==> config.mk <==
export PLATFORM = sky130hd
export DESIGN_NAME = i2c_bus_monitor
export DESIGN_NICKNAME = d
export VERILOG_FILES = /design/src/rtl/i2c_bus_monitor.sv
export SDC_FILE = /design/constraint.sdc
export NUM_CORES = 1
export LEC_CHECK = 0
export BUFFER_PORTS_ARGS = -buffer_cell sky130_fd_sc_hd__buf_2
export CAP_MARGIN = 20
export CORE_MARGIN = 2
export CORE_UTILIZATION = 58
export DETAILED_ROUTE_END_ITERATION = 8
export PLACE_DENSITY = 0.87
export RECOVER_POWER = 100
export SETUP_SLACK_MARGIN = 0.4
export SYNTH_ARGS = -nofsm -noshare
export SYNTH_HDL_FRONTEND = slang
export SYNTH_SLANG_ARGS = --single-unit
==> constraint.sdc <==
create_clock -name clk -period 2.4 [get_ports clk]
set_input_delay 0.24 -clock clk [delete_from_list [all_inputs] [get_ports clk]]
set_output_delay 0.24 -clock clk [all_outputs]
set_load 0.1 [all_outputs]
==> src/rtl/i2c_bus_monitor.sv <==
// i2c_bus_monitor: oversampling I2C line monitor.
// Synchronises and glitch-filters SCL/SDA on the system clock. Reports
// START / repeated START / STOP, per-bit strobes, assembled bytes, the
// ACK/NACK bit and an optional SCL-low timeout. All outputs are registered.
module i2c_bus_monitor #(
  parameter int unsigned SYNC_STAGES   = 2,
  parameter int unsigned CLK_DIV       = 1,
  parameter int unsigned FILTER_LEN    = 2,
  parameter int unsigned TIMEOUT_TICKS = 0
) (
  input  logic       clk,
  input  logic       reset,
  input  logic       scl_in,
  input  logic       sda_in,
  output logic       bus_busy,
  output logic       start_pulse,
  output logic       rstart_pulse,
  output logic       stop_pulse,
  output logic       bit_valid,
  output logic       bit_data,
  output logic       byte_valid,
  output logic [7:0] byte_data,
  output logic       ack_valid,
  output logic       ack,
  output logic       timeout
);

  // Synchroniser chains
  logic [SYNC_STAGES-1:0] scl_sync_q, scl_sync_d;
  logic [SYNC_STAGES-1:0] sda_sync_q, sda_sync_d;
  logic                   scl_s, sda_s;

  // Sample-tick divider
  logic [7:0] div_q, div_d;
  logic       tick;

  // Glitch filter state
  logic       scl_f_q, scl_f_d;
  logic       sda_f_q, sda_f_d;
  logic [3:0] scl_run_q, scl_run_d;
  logic [3:0] sda_run_q, sda_run_d;

  // Previous filtered values (updated every tick)
  logic scl_p_q, scl_p_d;
  logic sda_p_q, sda_p_d;

  // Protocol state
  logic        busy_q, busy_d;
  logic [3:0]  bit_cnt_q, bit_cnt_d;
  logic [7:0]  shift_q, shift_d;
  logic [19:0] to_cnt_q, to_cnt_d;

  // Registered outputs
  logic       start_q, start_d;
  logic       rstart_q, rstart_d;
  logic       stop_q, stop_d;
  logic       bit_valid_q, bit_valid_d;
  logic       bit_data_q, bit_data_d;
  logic       byte_valid_q, byte_valid_d;
  logic [7:0] byte_data_q, byte_data_d;
  logic       ack_valid_q, ack_valid_d;
  logic       ack_q, ack_d;
  logic       timeout_q, timeout_d;

  // Line events, meaningful only on a tick
  logic scl_hi, start_ev, stop_ev, scl_rise;

  assign scl_s    = scl_sync_q[SYNC_STAGES-1];
  assign sda_s    = sda_sync_q[SYNC_STAGES-1];
  assign tick     = (div_q == 8'(CLK_DIV - 1));
  assign scl_hi   = scl_p_q & scl_f_q;
  assign start_ev = scl_hi & sda_p_q & ~sda_f_q;
  assign stop_ev  = scl_hi & ~sda_p_q & sda_f_q;
  assign scl_rise = scl_f_q & ~scl_p_q;

  // Shift raw pad values through the synchroniser every clock
  always_comb begin
    scl_sync_d = {scl_sync_q[SYNC_STAGES-2:0], scl_in};
    sda_sync_d = {sda_sync_q[SYNC_STAGES-2:0], sda_in};
  end

  // Free-running divider producing the sample tick
  always_comb begin
    div_d = tick ? '0 : div_q + 8'd1;
  end

  // Filtered lines only follow the synced value after FILTER_LEN differing ticks
  always_comb begin
    scl_f_d   = scl_f_q;
    scl_run_d = scl_run_q;
    sda_f_d   = sda_f_q;
    sda_run_d = sda_run_q;
    if (tick) begin
      if (scl_s != scl_f_q) begin
        if (scl_run_q + 4'd1 == 4'(FILTER_LEN)) begin
          scl_f_d   = scl_s;
          scl_run_d = '0;
        end else begin
          scl_run_d = scl_run_q + 4'd1;
        end
      end else begin
        scl_run_d = '0;
      end
      if (sda_s != sda_f_q) begin
        if (sda_run_q + 4'd1 == 4'(FILTER_LEN)) begin
          sda_f_d   = sda_s;
          sda_run_d = '0;
        end else begin
          sda_run_d = sda_run_q + 4'd1;
        end
      end else begin
        sda_run_d = '0;
      end
    end
  end

  // Bus conditions, bit/byte assembly, ACK capture and SCL-low timeout
  always_comb begin
    scl_p_d      = scl_p_q;
    sda_p_d      = sda_p_q;
    busy_d       = busy_q;
    bit_cnt_d    = bit_cnt_q;
    shift_d      = shift_q;
    to_cnt_d     = to_cnt_q;
    start_d      = 1'b0;
    rstart_d     = 1'b0;
    stop_d       = 1'b0;
    bit_valid_d  = 1'b0;
    bit_data_d   = bit_data_q;
    byte_valid_d = 1'b0;
    byte_data_d  = byte_data_q;
    ack_valid_d  = 1'b0;
    ack_d        = ack_q;
    timeout_d    = 1'b0;
    if (tick) begin
      scl_p_d = scl_f_q;
      sda_p_d = sda_f_q;
      if (start_ev) begin
        // START (SCL high, so the timeout counter is cleared here too)
        start_d   = ~busy_q;
        rstart_d  = busy_q;
        busy_d    = 1'b1;
        bit_cnt_d = '0;
        to_cnt_d  = '0;
      end else if (stop_ev) begin
        stop_d    = 1'b1;
        busy_d    = 1'b0;
        bit_cnt_d = '0;
        to_cnt_d  = '0;
      end else begin
        if (scl_rise && busy_q) begin
          bit_valid_d = 1'b1;
          bit_data_d  = sda_f_q;
          if (bit_cnt_q == 4'd8) begin
            ack_valid_d = 1'b1;
            ack_d       = ~sda_f_q;
            bit_cnt_d   = '0;
          end else begin
            shift_d   = {shift_q[6:0], sda_f_q};
            bit_cnt_d = bit_cnt_q + 4'd1;
            if (bit_cnt_q == 4'd7) begin
              byte_valid_d = 1'b1;
              byte_data_d  = {shift_q[6:0], sda_f_q};
            end
          end
        end
        if (TIMEOUT_TICKS != 0) begin
          if (busy_q && !scl_f_q) begin
            if (to_cnt_q + 20'd1 == 20'(TIMEOUT_TICKS)) begin
              timeout_d = 1'b1;
              busy_d    = 1'b0;
              bit_cnt_d = '0;
              to_cnt_d  = '0;
            end else begin
              to_cnt_d = to_cnt_q + 20'd1;
            end
          end else begin
            to_cnt_d = '0;
          end
        end
      end
    end
  end

  // State registers; reset presents an idle (high) bus everywhere
  always_ff @(posedge clk) begin
    if (reset) begin
      scl_sync_q   <= '1;
      sda_sync_q   <= '1;
      div_q        <= '0;
      scl_f_q      <= 1'b1;
      sda_f_q      <= 1'b1;
      scl_run_q    <= '0;
      sda_run_q    <= '0;
      scl_p_q      <= 1'b1;
      sda_p_q      <= 1'b1;
      busy_q       <= 1'b0;
      bit_cnt_q    <= '0;
      shift_q      <= '0;
      to_cnt_q     <= '0;
      start_q      <= 1'b0;
      rstart_q     <= 1'b0;
      stop_q       <= 1'b0;
      bit_valid_q  <= 1'b0;
      bit_data_q   <= 1'b0;
      byte_valid_q <= 1'b0;
      byte_data_q  <= '0;
      ack_valid_q  <= 1'b0;
      ack_q        <= 1'b0;
      timeout_q    <= 1'b0;
    end else begin
      scl_sync_q   <= scl_sync_d;
      sda_sync_q   <= sda_sync_d;
      div_q        <= div_d;
      scl_f_q      <= scl_f_d;
      sda_f_q      <= sda_f_d;
      scl_run_q    <= scl_run_d;
      sda_run_q    <= sda_run_d;
      scl_p_q      <= scl_p_d;
      sda_p_q      <= sda_p_d;
      busy_q       <= busy_d;
      bit_cnt_q    <= bit_cnt_d;
      shift_q      <= shift_d;
      to_cnt_q     <= to_cnt_d;
      start_q      <= start_d;
      rstart_q     <= rstart_d;
      stop_q       <= stop_d;
      bit_valid_q  <= bit_valid_d;
      bit_data_q   <= bit_data_d;
      byte_valid_q <= byte_valid_d;
      byte_data_q  <= byte_data_d;
      ack_valid_q  <= ack_valid_d;
      ack_q        <= ack_d;
      timeout_q    <= timeout_d;
    end
  end

  assign bus_busy     = busy_q;
  assign start_pulse  = start_q;
  assign rstart_pulse = rstart_q;
  assign stop_pulse   = stop_q;
  assign bit_valid    = bit_valid_q;
  assign bit_data     = bit_data_q;
  assign byte_valid   = byte_valid_q;
  assign byte_data    = byte_data_q;
  assign ack_valid    = ack_valid_q;
  assign ack          = ack_q;
  assign timeout      = timeout_q;

endmodule
==> results of run 1 <==
layout make-up:
| class | count | area, sq um |
|---|---|---|
| multi-input combinational | 164 | 1114 |
| tap | 48 | 60.06 |
| clock inverter | 3 | 18.77 |
| clock buffer | 5 | 68.82 |
| sequential | 52 | 1042 |
| timing repair buffer | 25 | 101.3 |
| inverter | 7 | 26.28 |
| fill | 320 | 1257 |
power by group through the flow:
stage / Sequential [mW] / Combinational (mW) / Clock, mW
2_1_floorplan: 0.896 / 0.0485 / 0
3_3_place_gp: 0.899 / 0.0529 / 0
3_5_place_dp: 0.899 / 0.0542 / 0
4_1_cts: 0.879 / 0.0542 / 0.499
5_1_grt: 0.881 / 0.0593 / 0.538
6_report: 0.880 / 0.0531 / 0.491
through the flow:
| stage | cell area (sq um) | instances | util [%] | worst slack [ps] | hold WS, ps |
|---|---|---|---|---|---|
| after floorplan | 2252 | 238 | - | 458.0 | 343.8 |
| after global placement | 2376 | 295 | 64.42 | 505.1 | 394.4 |
| after detailed placement | 2376 | 295 | 64.42 | 432.8 | 396.3 |
| after CTS | 2464 | 303 | 66.79 | 410.2 | 112.7 |
| after global routing | 2431 | 304 | 65.91 | 199.0 | 103.4 |
| final | 2431 | 304 | 65.91 | 379.6 | 112.6 |
Yosys cell counts, types with 2 or more instances:
master | number | share of area (%)
dfxtp_1 | 52 | 46
nor2_1 | 22 | 3.7
mux2i_1 | 16 | 7.1
a21oi_1 | 12 | 2.7
nand3_1 | 12 | 2.7
nand2_1 | 11 | 1.8
nor3_1 | 10 | 2.2
clkbuf_1 | 9 | 1.5
o21ai_0 | 9 | 2.0
ha_1 | 8 | 4.4
inv_1 | 7 | 1.2
xnor2_1 | 6 | 2.3
buf_2 | 5 | 1.1
and3_1 | 4 | 1.1
or2_2 | 4 | 1.1
or4_1 | 4 | 1.3
or4b_1 | 4 | 1.8
and3b_1 | 3 | 1.2
nor2b_1 | 3 | 0.83
xor2_1 | 3 | 1.2
a21boi_0 | 2 | 0.67
a31oi_1 | 2 | 0.56
nand3b_1 | 2 | 0.67
nand4_1 | 2 | 0.56
nor4_1 | 2 | 0.56
nor4b_1 | 2 | 0.78
o31ai_1 | 2 | 0.67
logic make-up (layout without fill, tap and decap cells):
kind of cell,after synthesis,count (layout),synth area share [%]
other,1,1,0.1666
DFF,52,52,46.25
and+or+nand+nor,95,95,24.57
AOI/OAI and AO/OA,35,35,9.839
adders and majority gates,8,8,4.447
muxes,16,16,7.115
buffers and inverters,22,40,4.113
xor gates and xnor gates,9,9,3.502
routing by layer:
layer / vias to the layer above / global-route usage, %
met1: 830 / 24.87
li1: 879 / -
met4: 0 / 8.163
met5: - / 0
met3: 9 / 5.963
met2: 31 / 33.63
placed cells by master, fill, tap and decap left out, types with 8 or more instances in the layout:
cell,netlist,routed
ha_1,8,8
o21ai_0,9,9
a21oi_1,12,12
dfxtp_1,52,51
clkbuf_1,9,21
nand3_1,12,12
nor3_1,10,10
nor2_1,22,22
mux2i_1,16,16
nand2_1,11,11
registers in the layout, indices dropped and copies added (netlist names), 2 cells and up:
name,count
shift_q,7
byte_data,8
scl_sync_q,2
sda_run_q,4
bit_cnt_q,4
sda_sync_q,2
div_q,8
scl_run_q,4
how the worst max path moves through the flow:
stage / from / endpoint / slack, ps
after detailed placement: div_q[0] / sda_run_q[3] / 430
after CTS: div_q[0] / sda_run_q[3] / 410
after global routing: div_q[0] / byte_data[2] / 200
final: div_q[0] / sda_run_q[3] / 380
after global placement: div_q[0] / scl_run_q[3] / 510
after floorplan: bus_busy / bit_cnt_q[2] / 460
critical path, cell delays in order, from the launching register on:
cell and delay [ps]:
dfxtp_1 340, inv_1 60, ha_1 130, nor4b_2 430, nand2_4 260, or4_1 550, a21oi_1 160
what timing repair did:
item / 4_1_cts / 5_1_grt
hold buffers: 0 / 0
resized for setup: 0 / 1
setup buffers: 0 / 1
endpoints found under the setup margin: 0 / 8
==> impl_results.md, run 1 <==
- R2R Path End: sda_run_q[3]
- Setup TNS: 0 ps
- Met3 Wirelength: 155 um
- DRT iter0 DRCs: 108
- Failing checks: capacitance limit, slew limit
- RSZ-0062 raised after global routing: yes
- Routability Congestion: 0.8863
- Routed via count: 1,749
- Ys async rst share: 0%
- Root buffer cell: clkbuf_8
- Worst reg2reg startpoint: div_q[0]
- # IOs: 22
- Clock power share: 34.5%
- Clk_lat worst skew: 310 ps
- Crit. End Element: flip-flop
- R2R setup slack: 380 ps
- Core Region: 0.003689 sq mm
- DR DRC count: 0
- Ys Warns: 0
- Skew final: 5.371 ps
- Seq cells post-synth: 52
- Power per cell area: 585.9 mW/mm^2
- Sw frac: 23.46%
- Fraction of layout cells with a size suffix above 1: 8.594%
- Remaining antenna violation count: 0
- TritonCTS buffer count: 5
- Pre-antenna DRT Iters: 4
- Via-per-instance ratio: 5.753
- Fmax: 495.0 MHz
- Post-synth cell types: 47
- # rows: 22
- Wirelength per Cell: 13.34 um
- DP HPWL: 2.645 mm
- Main flop type after synthesis: dfxtp_1
- Antenna diodes: 0
- Port Buffers: 20
- Nets@finish: 267
- Met1 Routed Length: 1.924 mm
- Combinational Power Share: 3.7%
- Post-Syn Instances: 238
- Result of the run: complete, but fails checks
- Total Power: 1.424 mW
- Clk pin slew, worst setup/hold paths: 90 ps
- Clk buf depth: 2
- Hold path depth: 2
- Post-Route WL: 4.054 mm
- Initial antenna violation count: 0
- Peak supply drop: 0.5151 mV
- Switch Pwr: 334.2 uW
- CTS tree: done
- Max cap viols: 1
- Number of global-route vias before repair: 1,620
- Global-route usage over all layers: 20.41%
- Sink Count: 52
- Hold Path End: scl_sync_q[0]
- Synthesized area: 0.002251 sq mm
- Avg Inst Size Synth: 9.458 sq um
- Post-synth EDFFs: 0
- HP Start: scl_in
- Setup CP Type: flip-flop to flip-flop
- DIE HEIGHT: 66.30 um
- H-tree Lvls: 2
- Period utilization: 84.18%
- Final setup viols: 0
- Overflow after GRT: 0
- Reg2Reg Depth: 6
- DR WL met2: 1.906 mm
- Global-route wire length before repair: 6.872 mm
- Synthesized Nets: 250
- Worst path required time: 2620 ps
- Static Leakage: 0.9816 nW
- Die width: 66.30 um
- Die area: 0.004395 sq mm
- Sequential area share after synthesis: 46.25%
- Worst-Margin Slew: 1568 ps
- Rel. slew slack: -4.556%
- Power share of the sequential group: 61.8%
- Pins Over Slew Limit: 40
- Max FO, Critical Path: 25
- Largest net degree at the start of global routing: 40
- Worst min-delay path class: input port to flip-flop
- Tmin final: 2020 ps
- Int Pwr: 1.090 mW
- Area grow syn2layout: 8.004%
- Hold Vio Cnt, Final: 0
- Critical Path Start Type: flip-flop
- Initial Util: 61.02%
- DR top layer: met4
- Critical path arrival: 2240 ps
No activity file was read; power rests on OpenSTA's default activity.
==> run 2, diff against run 1 <==
==> constraint.sdc (replaced) <==
create_clock -name clk -period 2.05 [get_ports clk]
set_input_delay 0.205 -clock clk [delete_from_list [all_inputs] [get_ports clk]]
set_output_delay 0.205 -clock clk [all_outputs]
set_load 0.1 [all_outputs]
==> run 2 against run 1 <==
Total power increased by 21%. Clock power increased by 25%. Global-route usage increased by 3.8 points. Sequential power rose by 17%. The flow now finishes without violations.
==> impl_results.md, run 2 (synthesized netlist as in run 1, its figures left out) <==
- Nets@finish: 283 (+6.0%)
- Setup TNS: 0 ps (unchanged)
- Switch Pwr: 425.3 uW (+27%)
- Number of global-route vias before repair: 1,678 (+3.6%)
- Antenna diodes: 0 (unchanged)
- Overflow after GRT: 0 (unchanged)
- Int Pwr: 1.293 mW (+19%)
- CP max stage cell: dfxtp_2
- Hold path depth: 2 (unchanged)
- Final setup viols: 0 (unchanged)
- Crit path depth: 9 (+3)
- Area grow syn2layout: 19.34%
- Top delay family on crit path: buffers and inverters
- Peak supply drop: 0.4591 mV (-11%)
- DP HPWL: 2.843 mm (+7.5%)
- TritonCTS buffer count: 5 (unchanged)
- Critical path, cell by cell: inv_2 > ha_1 > nor4b_4 > clkbuf_4 > buf_6 > and2_4 > clkbuf_1 > nand3_1 > a21oi_1
- Commonest non-fill, non-tap cell in the layout: dfxtp_1
- Initial antenna violation count: 0 (unchanged)
- Design area: 0.002686 sq mm (+10%)
- DR DRC count: 0 (unchanged)
- Worst path bufs/invs: 4 (+3)
- Wirelength per Cell: 15.79 um (+18%)
- Pre-antenna DRT Iters: 4 (unchanged)
- Root buffer cell: clkbuf_8
- Fraction of layout cells with a size suffix above 1: 22.43% (+14 points)
- Power share of the sequential group: 59.7% (-2.1 points)
- Critical Path Start Type: flip-flop
- Clk buf depth: 2 (unchanged)
- Most frequent cells in the layout: 45 x dfxtp_1, 22 x nor2_1, 21 x clkbuf_1
- Global-route wire length before repair: 7.914 mm (+15%)
- Critical path arrival: 2100 ps (-140 ps)
- Period utilization: 90.51% (+6.3 points)
- RSZ-0062 raised after global routing: yes
- Peak per-stage delay on the critical path: 340 ps (-210 ps)
- Worst min-delay path class: input port to flip-flop
- Routed via count: 1,869 (+6.9%)
- Routability Congestion: 0.8122 (-8.4%)
- Clk pin slew, worst setup/hold paths: 110 ps (+20 ps)
- H-tree Lvls: 2 (unchanged)
- Max FO, Critical Path: 8 (-68%)
- Power per cell area: 639.7 mW/mm^2 (+9.2%)
- Skew final: 14.87 ps (+9.498 ps)
- Placed cell count: 302 (+2.4%)
- Area after DPL: 0.002446 sq mm (+2.9%)
- Sw frac: 24.75% (+1.3 points)
- Post-Place Setup Slack: 216.3 ps (-216.5 ps)
- Crit. End Element: flip-flop
- Static Leakage: 1.104 nW (+12%)
- Tmin final: 1855 ps (-164.9 ps)
- Rel. slew slack: 21.39% (+26 points)
- DRT iter0 DRCs: 257 (+140%)
- Post-cts hold buffer count: 0 (unchanged)
- DIE HEIGHT: 66.30 um (unchanged)
- Setup CP Type: flip-flop to flip-flop
- Post-Route WL: 5.052 mm (+25%)
- Initial Util: 61.02% (unchanged)
- Combinational Power Share: 4.6% (+0.9 points)
- Clock power share: 35.8% (+1.3 points)
- Remaining antenna violation count: 0 (unchanged)
- Number of non-filler instances in the completed layout: 320 (+5.3%)
- Pins Over Slew Limit: 0 (-100%)
- Worst path required time: 2300 ps (-320 ps)
- Final setup margin: 194.5 ps (-185.1 ps)
- Worst-Margin Slew: 1184 ps (-384.1 ps)
- Via-per-instance ratio: 5.841 (+1.5%)
- Fmax: 538.9 MHz (+8.9%)
- Hold WS: 71.35 ps (-41.22 ps)
- Die area: 0.004395 sq mm (unchanged)
- Largest net degree at the start of global routing: 39 (-2.5%)
- Global-route usage over all layers: 24.17% (+3.8 points)
- Hold Vio Cnt, Final: 0 (unchanged)
- Port Buffers: 20 (unchanged)
- # rows: 22 (unchanged)
- CTS tree: done
- Core Region: 0.003689 sq mm (unchanged)
- Result of the run: finished clean
- Max cap viols: 0 (-1)
- Reg2Reg Depth: 9 (+3)
- Die width: 66.30 um (unchanged)
- # IOs: 22 (unchanged)
- Clk_lat worst skew: 320 ps (about the same)
- Sink Count: 52 (unchanged)
run 2: metrics by stage:
step,power [mW],utilization (%)
6_report,1.719,72.83
5_1_grt,1.787,72.83
4_1_cts,1.716,72.86
3_5_place_dp,1.118,66.32
3_3_place_gp,1.116,66.32
2_1_floorplan,1.105,-
run 2: per-layer routing:
metal / GRT usage (%) / wire [um]
met3: 5.963 / 225
met2: 39.00 / 2567
met1: 30.23 / 2128
met4: 11.22 / 130
met5: 0 / 0
run 2: path summary, 6_finish.rpt:
path	end	start	slack [ps]
worst max-delay path	bit_cnt_q[1]	div_q[1]	190
worst min-delay path	sda_sync_q[0]	sda_in	70
worst max register to register	bit_cnt_q[1]	div_q[1]	190
worst min register to register	sda_sync_q[1]	sda_sync_q[0]	420
run 2: area by class of cell:
type / instances / area (sq um)
multi-input combinational: 166 / 1249
fill: 276 / 1002
clock inverter: 3 / 25.02
tap: 48 / 60.06
timing repair buffer: 39 / 205.2
clock buffer: 5 / 68.82
sequential: 52 / 1052
inverter: 7 / 26.28
run 2: what timing repair did:
action / CTS / global route
setup endpoints to repair: 15 / 32
pin swaps: 10 / 3
cloned: 2 / 0
buffers inserted: 6 / 2
gates resized for setup: 26 / 23
run 2: power groups by stage:
stage                     Sequential, mW  Clock [mW]  Combinational [mW]
after floorplan                     1.05           0              0.0577
after global placement              1.05           0              0.0685
after detailed placement            1.05           0              0.0700
after CTS                           1.03       0.616              0.0746
after global routing                1.03       0.674              0.0854
final                               1.03       0.615              0.0783
==> run 3, diff against run 2 <==
--- a/config.mk
+++ b/config.mk
@@ -5,6 +5,7 @@
 export SDC_FILE = /design/constraint.sdc
 export NUM_CORES = 1
 export LEC_CHECK = 0
+export ABC_AREA = 1
 export BUFFER_PORTS_ARGS = -buffer_cell sky130_fd_sc_hd__buf_2
 export CAP_MARGIN = 20
 export CORE_MARGIN = 2
==> run 3 against run 2 <==
Total power rose by 0.35%. Clock skew decreased by 7.0 ps. Clock power decreased by 5.9%. Cell count up 16%. Sequential cell count stayed put. Synthesized cell count rose by 26%. Maximum frequency grew 5.5%. First-iteration DRC count fell by 33%. Combinational power rose by 35%. Critical path type is now flip-flop to output pin. Wire length is 18% lower.
==> impl_results.md, run 3 <==
- Result of the run: finished clean
- TritonCTS buffer count: 5 (unchanged)
- CTS tree: done
- Hold Vio Cnt, Final: 0 (unchanged)
- Number of global-route vias before repair: 1,672 (-0.36%)
- H-tree Lvls: 2 (unchanged)
- Most frequent cell after synthesis: dfxtp_1
- Simple-gate share of the synthesized area: 29.90% (+5.3 points)
- Post-cts sizing count: 0 (-100%)
- Routed via count: 1,839 (-1.6%)
- Skew final: 7.907 ps (-6.962 ps)
- Antenna diodes: 0 (unchanged)
- Max FO, Critical Path: 5 (-3)
- Seq cells post-synth: 52 (unchanged)
- Sink Count: 52 (unchanged)
- R2R setup slack: 360 ps (+170 ps)
- Max cap viols: 0 (unchanged)
- Root buffer cell: clkbuf_8
- Clk pin slew, worst setup/hold paths: 90 ps (-20 ps)
- Post-Place Setup Slack: 498.4 ps (+282.1 ps)
- Final core occ: 66.44% (-6.4 points)
- Hold path depth: 2 (unchanged)
- Largest net degree at the start of global routing: 17 (-56%)
- Fraction of layout cells with a size suffix above 1: 9.259% (-13 points)
- Top delay family on crit path: buffers and inverters
- Yosys top cell by area: dfxtp_1
- Setup CP Type: flip-flop to output pin
- Synth Area in Compound Gates: 7.638% (-2.2 points)
- Post-cts hold buffer count: 0 (unchanged)
- Critical path arrival: 1550 ps (-550 ps)
- Met3 Usage GRT: 4.561% (-1.4 points)
- Worst reg2reg startpoint: div_q[0]
- Most area-consuming cells after synthesis: dfxtp_1 45%, nand2_1 8.1%, inv_1 7.8%
- Grt peak-use layer: met2
- Global-route usage over all layers: 22.14% (-2.0 points)
- Reg2Reg Depth: 10 (+1)
- Global-route wire length before repair: 7.389 mm (-6.6%)
- Hold WS: 71.40 ps (+0.04830 ps)
- Post-synth cell types: 35 (-26%)
- Worst min-delay path class: input port to flip-flop
- Most frequent cells after synthesis: 52 x dfxtp_1, 50 x nand2_1, 48 x inv_1, 45 x nor2_1, 15 x o21ai_0
- Port Buffers: 20 (unchanged)
- Most frequent cells in the layout: 53 x nand2_1, 51 x dfxtp_1, 49 x inv_1
- Via-per-instance ratio: 4.944 (-15%)
- Wirelength per Cell: 11.13 um (-29%)
- Period utilization: 85.78% (-4.7 points)
- Post-Syn Instances: 300 (+26%)
- Met1 Use GR: 28.72% (-1.5 points)
- Clk_lat worst skew: 310 ps (about the same)
- Crit. End Element: output pin
- # IOs: 22 (unchanged)
- Post-CTS setup buffer count: 0 (-6)
- Setup TNS: 0 ps (unchanged)
- Final setup viols: 0 (unchanged)
- R2R Path End: ack
- Synthesized area: 0.002310 sq mm (+2.6%)
- RSZ-0062 raised after global routing: yes
- Critical Path Start: bus_busy
- Nets@finish: 335 (+18%)
- Worst path required time: 1850 ps (-450 ps)
- Area grow syn2layout: 7.693%
- Ys async rst share: 0% (unchanged)
- Die area: 0.004503 sq mm (+2.5%)
- Power per cell area: 693.3 mW/mm^2 (+8.4%)
- Area share of the largest cell type after synthesis: 45.07% (-1.2 points)
- Post-Route WL: 4.142 mm (-18%)
- Total Power: 1.724 mW (+0.35%)
- Synthesized Nets: 312 (+25%)
- Avg Inst Size Synth: 7.699 sq um (-19%)
- Rel. slew slack: 21.05% (-0.34 points)
- Critical Path Start Type: flip-flop
- # rows: 22 (unchanged)
- DRT iter0 DRCs: 171 (-33%)
- Critical path, cell by cell: clkbuf_1
- Largest family of logic cells by synthesized area: simple AND/OR/NAND/NOR gates
- Sequential area share after synthesis: 45.07% (-1.2 points)
- Tmin final: 1759 ps (-96.95 ps)
- Initial Util: 61.70% (+0.67 points)
- Routability Congestion: 0.8285 (+2.0%)
- DR DRC count: 0 (unchanged)
- Main flop type after synthesis: dfxtp_1
- Peak supply drop: 0.4797 mV (+4.5%)
- Pre-antenna DRT Iters: 4 (unchanged)
- Core Region: 0.003744 sq mm (+1.5%)
- Hold Path End: sda_sync_q[0]
- Adder-Cell Fraction of Synth Area: 4.334% (-0.11 points)
- Post-synth EDFFs: 0 (unchanged)
- HP Start: sda_in
- Peak per-stage delay on the critical path: 870 ps (+530 ps)
- Clk buf depth: 2 (unchanged)
- Final setup margin: 291.5 ps (+96.95 ps)
- DP HPWL: 3.060 mm (+7.6%)
- Worst-Margin Slew: 1189 ps (+5.093 ps)
- Die width: 67.11 um (+1.2%)
- CP max stage cell: clkbuf_1
- Static Leakage: 1.124 nW (+1.8%)
- Commonest non-fill, non-tap cell in the layout: nand2_1
- XOR/XNOR Fraction of Synth Area: 2.275% (-1.2 points)
- Fmax: 568.7 MHz (+5.5%)
- Initial antenna violation count: 0 (unchanged)
- Overflow after GRT: 0 (unchanged)
- Pins Over Slew Limit: 0 (unchanged)
- DIE HEIGHT: 67.11 um (+1.2%)
- Routing usage on met2: 34.41% (-4.6 points)
- Remaining antenna violation count: 0 (unchanged)
- Mux cell area share after synthesis: 0.4334% (-6.7 points)
- Worst path bufs/invs: 1 (-3)
- Ys Warns: 0 (unchanged)
==> run 3: cell types whose count changed after synthesis, moves of 6 or more <==
cell / change
clkbuf_1: -7
o21ai_0: +6
nand2_1: +39
nor3_1: -6
nand2_2: +6
inv_1: +41
nor2_1: +23
o21bai_1: +6
mux2i_1: -15
==> run 3: cell type report <==
| cell class | instances | area (sq um) |
|---|---|---|
| clock buffer | 6 | 72.57 |
| clock inverter | 2 | 16.27 |
| fill | 353 | 1256 |
| inverter | 51 | 196.4 |
| multi-input combinational | 191 | 1011 |
| sequential | 52 | 1042 |
| tap | 48 | 60.06 |
| timing repair buffer | 22 | 88.84 |
==> run 3: worst max path at each step <==
stage,slack (ps),to,cells past startpoint
after floorplan,540,byte_data[0],6
after global placement,580,byte_data[2],8
after detailed placement,500,sda_run_q[0],9
after CTS,490,sda_run_q[1],9
after global routing,200,ack,10
final,290,bus_busy,1
==> run 3: where the power goes <==
group	switching [mW]	total (mW)	leakage, nW	internal (mW)
clock	0.335	0.579	0.0414	0.243
combinational	0.0773	0.106	0.662	0.0290
sequential	0.0154	1.04	0.421	1.02
total	0.428	1.72	1.12	1.30
==> run 3: routing by layer <==
layer / vias up / part of all wire [%]
li1: 968 / -
met5: - / 0
met3: 10 / 4.0
met2: 49 / 46
met4: 0 / 2.7
met1: 812 / 48
==> run 3: logic make-up (layout without fill, tap and decap cells) <==
logic type                 count (synthesis)  in the layout
xor gates and xnor gates                   6              6
muxes                                      1              1
DFF                                       52             52
buffers and inverters                     57             81
adders and majority gates                  8              8
other                                      1              1
and+or+nand+nor                          144            144
AOI/OAI and AO/OA                         31             31
==> run 3: stage by stage <==
| step | instance area (sq um) | cells |
|---|---|---|
| floorplan | 2311 | 300 |
| detailed placement | 2444 | 364 |
| finish | 2487 | 372 |
| CTS | 2532 | 372 |
| global placement | 2444 | 364 |
| global route | 2487 | 372 |
